===== src/rtl/shift_cmd_queue.sv =====
// Command queue in front of the 8-bit barrel shifter.
// Holds {operand, amount, direction} commands and shows the oldest one on the head outputs.
// Optional feature: define SHIFT_QUEUE_ERR_FLAG_EN to add a sticky err_out port.
// err_out flags a dropped push or an ignored pop.
module shift_cmd_queue #(
  parameter int unsigned DEPTH = 4,
  parameter int unsigned AW    = 2
) (
  input  logic          clk_in,
  input  logic          rst_n_in,
  input  logic          push_in,
  input  logic [7:0]    a_in,
  input  logic [2:0]    amt_in,
  input  logic          sel_in,
  output logic          full_out,
  input  logic          pop_in,
  output logic          valid_out,
  output logic [7:0]    a_out,
  output logic [2:0]    amt_out,
  output logic          sel_out,
  output logic [AW:0]   count_out
`ifdef SHIFT_QUEUE_ERR_FLAG_EN
  ,
  output logic          err_out
`endif
);

  localparam logic [AW:0] FullCnt = (AW + 1)'(DEPTH);

  // Entry layout: {a[7:0], amt[2:0], sel}
  logic [11:0]   mem_q [DEPTH];
  logic [11:0]   mem_d [DEPTH];
  logic [AW-1:0] wr_ptr_q, wr_ptr_d;
  logic [AW-1:0] rd_ptr_q, rd_ptr_d;
  logic [AW:0]   count_q, count_d;
  logic          push_acc, pop_acc;
  logic [11:0]   head;

  // Flags come only from the registered count, so no comb path from push/pop.
  always_comb begin
    full_out  = (count_q == FullCnt);
    valid_out = (count_q != '0);
    count_out = count_q;
    push_acc  = push_in & (~full_out | pop_in);
    pop_acc   = pop_in & valid_out;
  end

  // Next-state for storage, pointers and occupancy.
  always_comb begin
    mem_d    = mem_q;
    wr_ptr_d = wr_ptr_q;
    rd_ptr_d = rd_ptr_q;
    count_d  = count_q;
    if (push_acc) begin
      mem_d[wr_ptr_q] = {a_in, amt_in, sel_in};
      wr_ptr_d        = wr_ptr_q + AW'(1);
    end
    if (pop_acc) begin
      rd_ptr_d = rd_ptr_q + AW'(1);
    end
    unique case ({push_acc, pop_acc})
      2'b10:   count_d = count_q + (AW + 1)'(1);
      2'b01:   count_d = count_q - (AW + 1)'(1);
      default: count_d = count_q;
    endcase
  end

  // Pointer and count registers; reset discards all queued commands.
  always_ff @(posedge clk_in or negedge rst_n_in) begin
    if (!rst_n_in) begin
      wr_ptr_q <= '0;
      rd_ptr_q <= '0;
      count_q  <= '0;
    end else begin
      wr_ptr_q <= wr_ptr_d;
      rd_ptr_q <= rd_ptr_d;
      count_q  <= count_d;
    end
  end

  // Storage array is deliberately not reset; pointers make stale data unreachable.
  always_ff @(posedge clk_in) begin
    mem_q <= mem_d;
  end

  // Show-ahead head; zeroed while empty so the shifter sees a_in = 0.
  always_comb begin
    head    = valid_out ? mem_q[rd_ptr_q] : 12'h000;
    a_out   = head[11:4];
    amt_out = head[3:1];
    sel_out = head[0];
  end

`ifdef SHIFT_QUEUE_ERR_FLAG_EN
  logic err_q, err_d;

  // Sticky error: dropped push (full, no pop) or pop while empty.
  always_comb begin
    err_d = err_q | (push_in & full_out & ~pop_in) | (pop_in & ~valid_out);
  end

  // Error flag register, cleared only by reset.
  always_ff @(posedge clk_in or negedge rst_n_in) begin
    if (!rst_n_in) begin
      err_q <= 1'b0;
    end else begin
      err_q <= err_d;
    end
  end

  assign err_out = err_q;
`endif

endmodule


===== config.mk =====
export PLATFORM = sky130hd
export DESIGN_NAME = shift_cmd_queue
export DESIGN_NICKNAME = d
export VERILOG_FILES = /design/src/rtl/shift_cmd_queue.sv
export SDC_FILE = /design/constraint.sdc
export NUM_CORES = 1
export LEC_CHECK = 0
export ABC_AREA = 1
export BUFFER_PORTS_ARGS = -buffer_cell sky130_fd_sc_hd__clkbuf_2
export CORE_UTILIZATION = 57
export DETAILED_ROUTE_END_ITERATION = 8
export PLACE_DENSITY = 0.79
export RECOVER_POWER = 100
export SLEW_MARGIN = 20
export SYNTH_ARGS = -nofsm -noshare
export SYNTH_HDL_FRONTEND = slang
export SYNTH_SLANG_ARGS = --single-unit

===== constraint.sdc =====
create_clock -name clk_in -period 2.3 [get_ports clk_in]
set_input_delay 0.115 -clock clk_in [delete_from_list [all_inputs] [get_ports clk_in]]
set_output_delay 0.115 -clock clk_in [all_outputs]
set_load 0.02 [all_outputs]

==> flow_summary.ini, run 1 <==
[outcome]
status = complete, no violations

[clock_network]
clk_path_buf_depth = 2
cts_sinks = 55
clk_pin_slew_ns = 0.09
clock_latency_ns = 0.30
ctsRootBufferMaster = clkbuf_8
numCtsBuffers = 5
cts.htree.levels = 2
cts_tree = built
cts_resized = 0

[place]
gp_congestion = 0.805
dp_cells = 328
portBuffers = 32
hpwl_mm = 2.67

[sta]
fin_crit_sh = 0.875
clock_skew_ns = 0.00830
hold_violations = 0
tightest_slew_ns = 0.852
max-slew-margin-rel = 0.432
fin_crit_ns = 2.01
tns_ns = 0
slew_viol_final = 0
setup_viol = 0
hold-worst-slack_ns = 0.0574
rsz0062_at_grt = false
fmax_ghz = 0.497

[worst_setup_path]
arrival_ns = 2.21
crit_type = reg2reg
setup.worst_path.end_class = register
r2r_end = count_out[2]
required_ns = 2.50
start_kind = register
rrSetupSlack_ns = 0.29
worst-path-max-fanout = 7
r2r_start = count_out[0]
r2r_cells = 10

[power]
powerDensity_mw_per_mm2 = 1310
power_frac_seq = 0.379
p_sw_frac = 0.408
ir_worst_vdd_mv = 0.795
p_sw_mw = 1.55
internal-power_mw = 2.24
finalPower_mw = 3.79
pwr-share-clk = 0.191
leakage_nw = 1.30
combPwrFrac = 0.430

[finish]
layout.nets = 306
n_antenna_cell = 0
syn2layout_area_growth_pct = 10.3
drive_gt1_frac = 0.158
layoutNonFillerInstCount = 337

[die]
initial_utilization = 0.599
io_pins = 33
die-area_sq_mm = 0.00489
core_sq_mm = 0.00438
rows = 24
die_w_um = 69.9
die_h_um = 69.9

[routing]
drc = 0
vias = 1634
wl_per_cell_um = 12.5
ant_nets = 0
finalWirelength_mm = 4.22
drt_iter0_markers = 84
avgViaCountPerCell = 4.85
drt-pass1-iter-count = 4

[yosys]
synth-async-reset-ratio = 0.127
yosysSeqAreaShare = 0.615
ys_warn_count = 0
synth_commonest_cells = 62 x inv_1, 53 x nand2_1, 48 x edfxtp_1
netlist_area_sq_mm = 0.00263
synth_top_area_share = 0.549
synthFlopType = edfxtp_1
synth_seq_cells = 55
syn_nets = 272
synth.distinct_cells = 21
synth_area_leaders = edfxtp_1 55%, inv_1 8.9%, nand2_1 7.6%
syn_inst = 250
synth-edff-count = 48
syn_area_per_cell_sq_um = 10.5
yosysMostFrequentCell = inv_1
yosysTopAreaCell = edfxtp_1

[worst_hold_path]
hold_path_end = mem_q[45]
whs_path_depth = 1
hp-start = a_in[5]
hold_class = in2reg

[global_route]
grt.overflow.total = 0
grt_pass1_wl_mm = 6.84
grt_max_degree = 26
grt_pass1_vias = 1596
grtUsageTotal = 0.188
antenna_found_initial = 0

[run]
maxCapViolCount = 0
[flip-flops by register name, indices dropped and copies added, names as in the netlist]
register,count
rd_ptr_q,2
mem_q,48
wr_ptr_q,2
count_out,3
[how the worst max path moves through the flow]
stage	slack (ns)	end	cells after the start	start
final	0.29	count_out[2]	10	count_out[0]
after global routing	0.12	count_out[2]	10	count_out[0]
after CTS	0.31	mem_q[7]	4	count_out[0]
after detailed placement	0.33	mem_q[8]	4	count_out[0]
after global placement	0.37	mem_q[9]	4	count_out[0]
after floorplan	0.43	count_out[2]	11	count_out[2]
[kinds of logic after synthesis]
| group | Yosys count | share of synthesized area |
|---|---|---|
| compound gates | 14 | 0.0410 |
| xor+xnor | 2 | 0.00667 |
| fa+ha+maj | 6 | 0.0314 |
| buf+inv | 74 | 0.123 |
| flops | 55 | 0.615 |
| simple gates | 99 | 0.183 |
[what timing repair did]
item	CTS	global route
buffers inserted	0	0
endpoints found under the hold margin	7	0
hold buffers	1	0
[area by class of cell]
| class | instances | area [sq um] |
|---|---|---|
| clock buffer | 6 | 72.6 |
| clock inverter | 2 | 60.1 |
| fill | 348 | 1490 |
| inverter | 65 | 246 |
| multi-input combinational | 121 | 686 |
| sequential | 55 | 1620 |
| tap | 52 | 65.1 |
| timing repair buffer | 36 | 153 |
[power groups by stage]
stage / Combinational (mW) / Clock, mW / Sequential (mW)
finish: 1.63 / 0.725 / 1.43
global route: 1.82 / 0.754 / 1.46
CTS: 1.71 / 0.732 / 1.44
global placement: 1.67 / 0 / 1.45
detailed placement: 1.69 / 0 / 1.46
floorplan: 1.33 / 0 / 1.44
[through the flow]
stage	util	setup slack, ns	instance area, sq um
2_1_floorplan	-	0.433	2630
3_3_place_gp	0.638	0.365	2800
3_5_place_dp	0.638	0.327	2800
4_1_cts	0.671	0.306	2940
5_1_grt	0.661	0.120	2900
6_report	0.661	0.288	2900
[critical path, cell delays in order (launching register included)]
cell	delay (ns)
dfrtp_1	0.45
nor2_2	0.15
nand3_1	0.12
nand2_1	0.25
ha_1	0.22
inv_1	0.07
fa_1	0.38
nand2_1	0.10
nand3_1	0.07
nand2_1	0.06
nand2_1	0.05
[cells in the final DEF (no fill, tap or decap)]
cell type / synthesis / final
a21oi_1: 2 / 2
a21oi_2: 10 / 10
buf_4: 0 / 2
bufinv_16: 0 / 2
clkbuf_1: 0 / 31
clkbuf_2: 0 / 3
clkbuf_8: 0 / 5
dfrtp_1: 7 / 7
dlygate4sd3_1: 0 / 1
edfxtp_1: 48 / 48
fa_1: 1 / 1
ha_1: 5 / 5
inv_1: 62 / 62
inv_2: 2 / 2
inv_4: 1 / 1
nand2_1: 53 / 55
nand2_2: 11 / 9
nand3_1: 20 / 21
nand3_2: 8 / 7
nand4_1: 1 / 1
nor2_1: 4 / 1
nor2_2: 1 / 4
nor3_1: 1 / 1
o21ai_0: 2 / 2
xnor2_1: 2 / 2
[routing by layer]
| layer | track usage | routed length [um] | up-vias |
|---|---|---|---|
| met2 | 0.315 | 2140 | 35 |
| met3 | 0.0404 | 128 | 10 |
| li1 | - | - | 842 |
| met5 | 0 | 0 | - |
| met1 | 0.220 | 1850 | 747 |
| met4 | 0.116 | 101 | 0 |
No activity file was read; power rests on OpenSTA's default activity.
==> inputs of run 2 (changes only) <==
--- a/config.mk
+++ b/config.mk
@@ -7,9 +7,8 @@
 export LEC_CHECK = 0
 export ABC_AREA = 1
 export BUFFER_PORTS_ARGS = -buffer_cell sky130_fd_sc_hd__clkbuf_2
-export CORE_UTILIZATION = 57
+export CORE_UTILIZATION = 40
 export DETAILED_ROUTE_END_ITERATION = 8
-export PLACE_DENSITY = 0.79
 export RECOVER_POWER = 100
 export SLEW_MARGIN = 20
 export SYNTH_ARGS = -nofsm -noshare
==> run 2 against run 1 <==
  * Cell area is 0.47% higher
  * Total power decreased by 2.5%
  * Maximum frequency decreased by 0.32%
  * Routed wire length is 11% higher
  * Non-clock buffer count increased by 3
  * Hold slack gained 0.010 ns
  * Via count down 0.67%
  * Clock skew fell by 0.0030 ns
  * Die area up 41%
  * Combinational power about the same
  * Critical path type unchanged
==> flow_summary.ini, run 2 (same netlist as run 1, synthesis figures left out) <==
[sta]
fmax_ghz = 0.495
tightest_slew_ns = 0.877
rsz0062_at_grt = false
fin_crit_ns = 2.02
hold_violations = 0
tns_ns = 0
worst_slack_ns = 0.282
hold-worst-slack_ns = 0.0676
fin_crit_sh = 0.878
slew_viol_final = 0
clock_skew_ns = 0.00534
max-slew-margin-rel = 0.415
setup_viol = 0

[die]
die-area_sq_mm = 0.00690
die_h_um = 83.1
io_pins = 33
rows = 29
core_sq_mm = 0.00635
initial_utilization = 0.414
die_w_um = 83.1

[worst_setup_path]
crit_type = reg2reg
arrival_ns = 2.22
worst-path-max-fanout = 7
rrSetupSlack_ns = 0.28
start_kind = register
setup.worst_path.end_class = register
required_ns = 2.50

[routing]
avgViaCountPerCell = 4.45
drt-pass1-iter-count = 4
wl_per_cell_um = 12.8
drc = 0
ant_nets = 0
vias = 1623
drt_iter0_markers = 101
finalWirelength_mm = 4.69

[global_route]
grt.overflow.total = 0
grt_pass1_wl_mm = 7.80
grt_pass1_vias = 1590
antenna_found_initial = 0
grtUsageTotal = 0.148
grt_max_degree = 26

[place]
portBuffers = 32
pre_cts_ws_ns = 0.385
hpwl_mm = 3.04
gp_congestion = 0.770
place_area_sq_mm = 0.00285

[worst_hold_path]
hold_class = in2reg

[finish]
layout.nets = 309
largest-register = mem_q
n_antenna_cell = 0
syn2layout_area_growth_pct = 10.9
final_cell_mix = 62 x inv_1, 53 x nand2_1, 48 x edfxtp_1, 35 x clkbuf_1, 21 x nand3_1
fin_util = 0.459
final_common_cell = inv_1
largest_reg_flops = 48
drive_gt1_frac = 0.146
stdcell_area_sq_mm = 0.00291

[power]
powerDensity_mw_per_mm2 = 1270
leakage_nw = 1.28
ir_worst_vdd_mv = 0.563

[clock_network]
clk_pin_slew_ns = 0.09
clk_path_buf_depth = 2
cts.htree.levels = 2
ctsRootBufferMaster = clkbuf_8
cts_sinks = 55
clock_latency_ns = 0.30
numCtsBuffers = 5
cts_tree = built

[outcome]
status = complete, no violations

[run]
maxCapViolCount = 0
run 2: path summary, 6_finish.rpt:
check,from,endpoint,depth (start not counted)
setup / recovery,count_out[0],count_out[2],10
hold / removal,a_in[6],mem_q[34],1
setup reg to reg,count_out[0],count_out[2],10
hold reg to reg,wr_ptr_q[1],wr_ptr_q[1],2
max in group asynchronous,rst_n_in,wr_ptr_q[1],2
min in group asynchronous,rst_n_in,count_out[2],2
run 2: power by group:
part	internal, mW	total, mW	switching, mW
logic	0.490	1.62	1.13
clock network	0.325	0.618	0.294
registers	1.31	1.45	0.140
total	2.13	3.69	1.56
run 2: what timing repair did:
| item | 4_1_cts | 5_1_grt |
|---|---|---|
| buffers inserted | 0 | 0 |
| resized for setup | 0 | 0 |
| hold buffers | 1 | 0 |
| hold endpoints to repair | 7 | 0 |
run 2: final cells by class:
class,count,area [sq um]
flip-flops and latches,55,1620
clock buffers,6,72.6
multi-input cells,121,681
well taps,77,96.3
repair buffers,39,163
fillers,607,3440
inverters,65,246
clock inverters,2,37.5
run 2: critical path, cell delays in order (launching register included):
cell	delay, ns
dfrtp_1	0.44
nor2_1	0.20
nand3_1	0.15
nand2_2	0.16
ha_1	0.19
inv_1	0.07
fa_1	0.38
nand2_1	0.11
nand3_1	0.09
nand2_1	0.07
nand2_1	0.05
run 2: per-layer routing:
metal	vias up	share of wire	GRT usage
met2	20	0.50	0.253
li1	848	-	-
met3	8	0.031	0.0378
met1	747	0.45	0.182
met5	-	0	0
met4	0	0.017	0.0517
run 2: stage by stage:
| stage | cells | total power, mW |
|---|---|---|
| after floorplan | 250 | 2.77 |
| after global placement | 356 | 3.17 |
| after detailed placement | 356 | 3.20 |
| after CTS | 365 | 3.82 |
| after global routing | 365 | 3.97 |
| final | 365 | 3.69 |
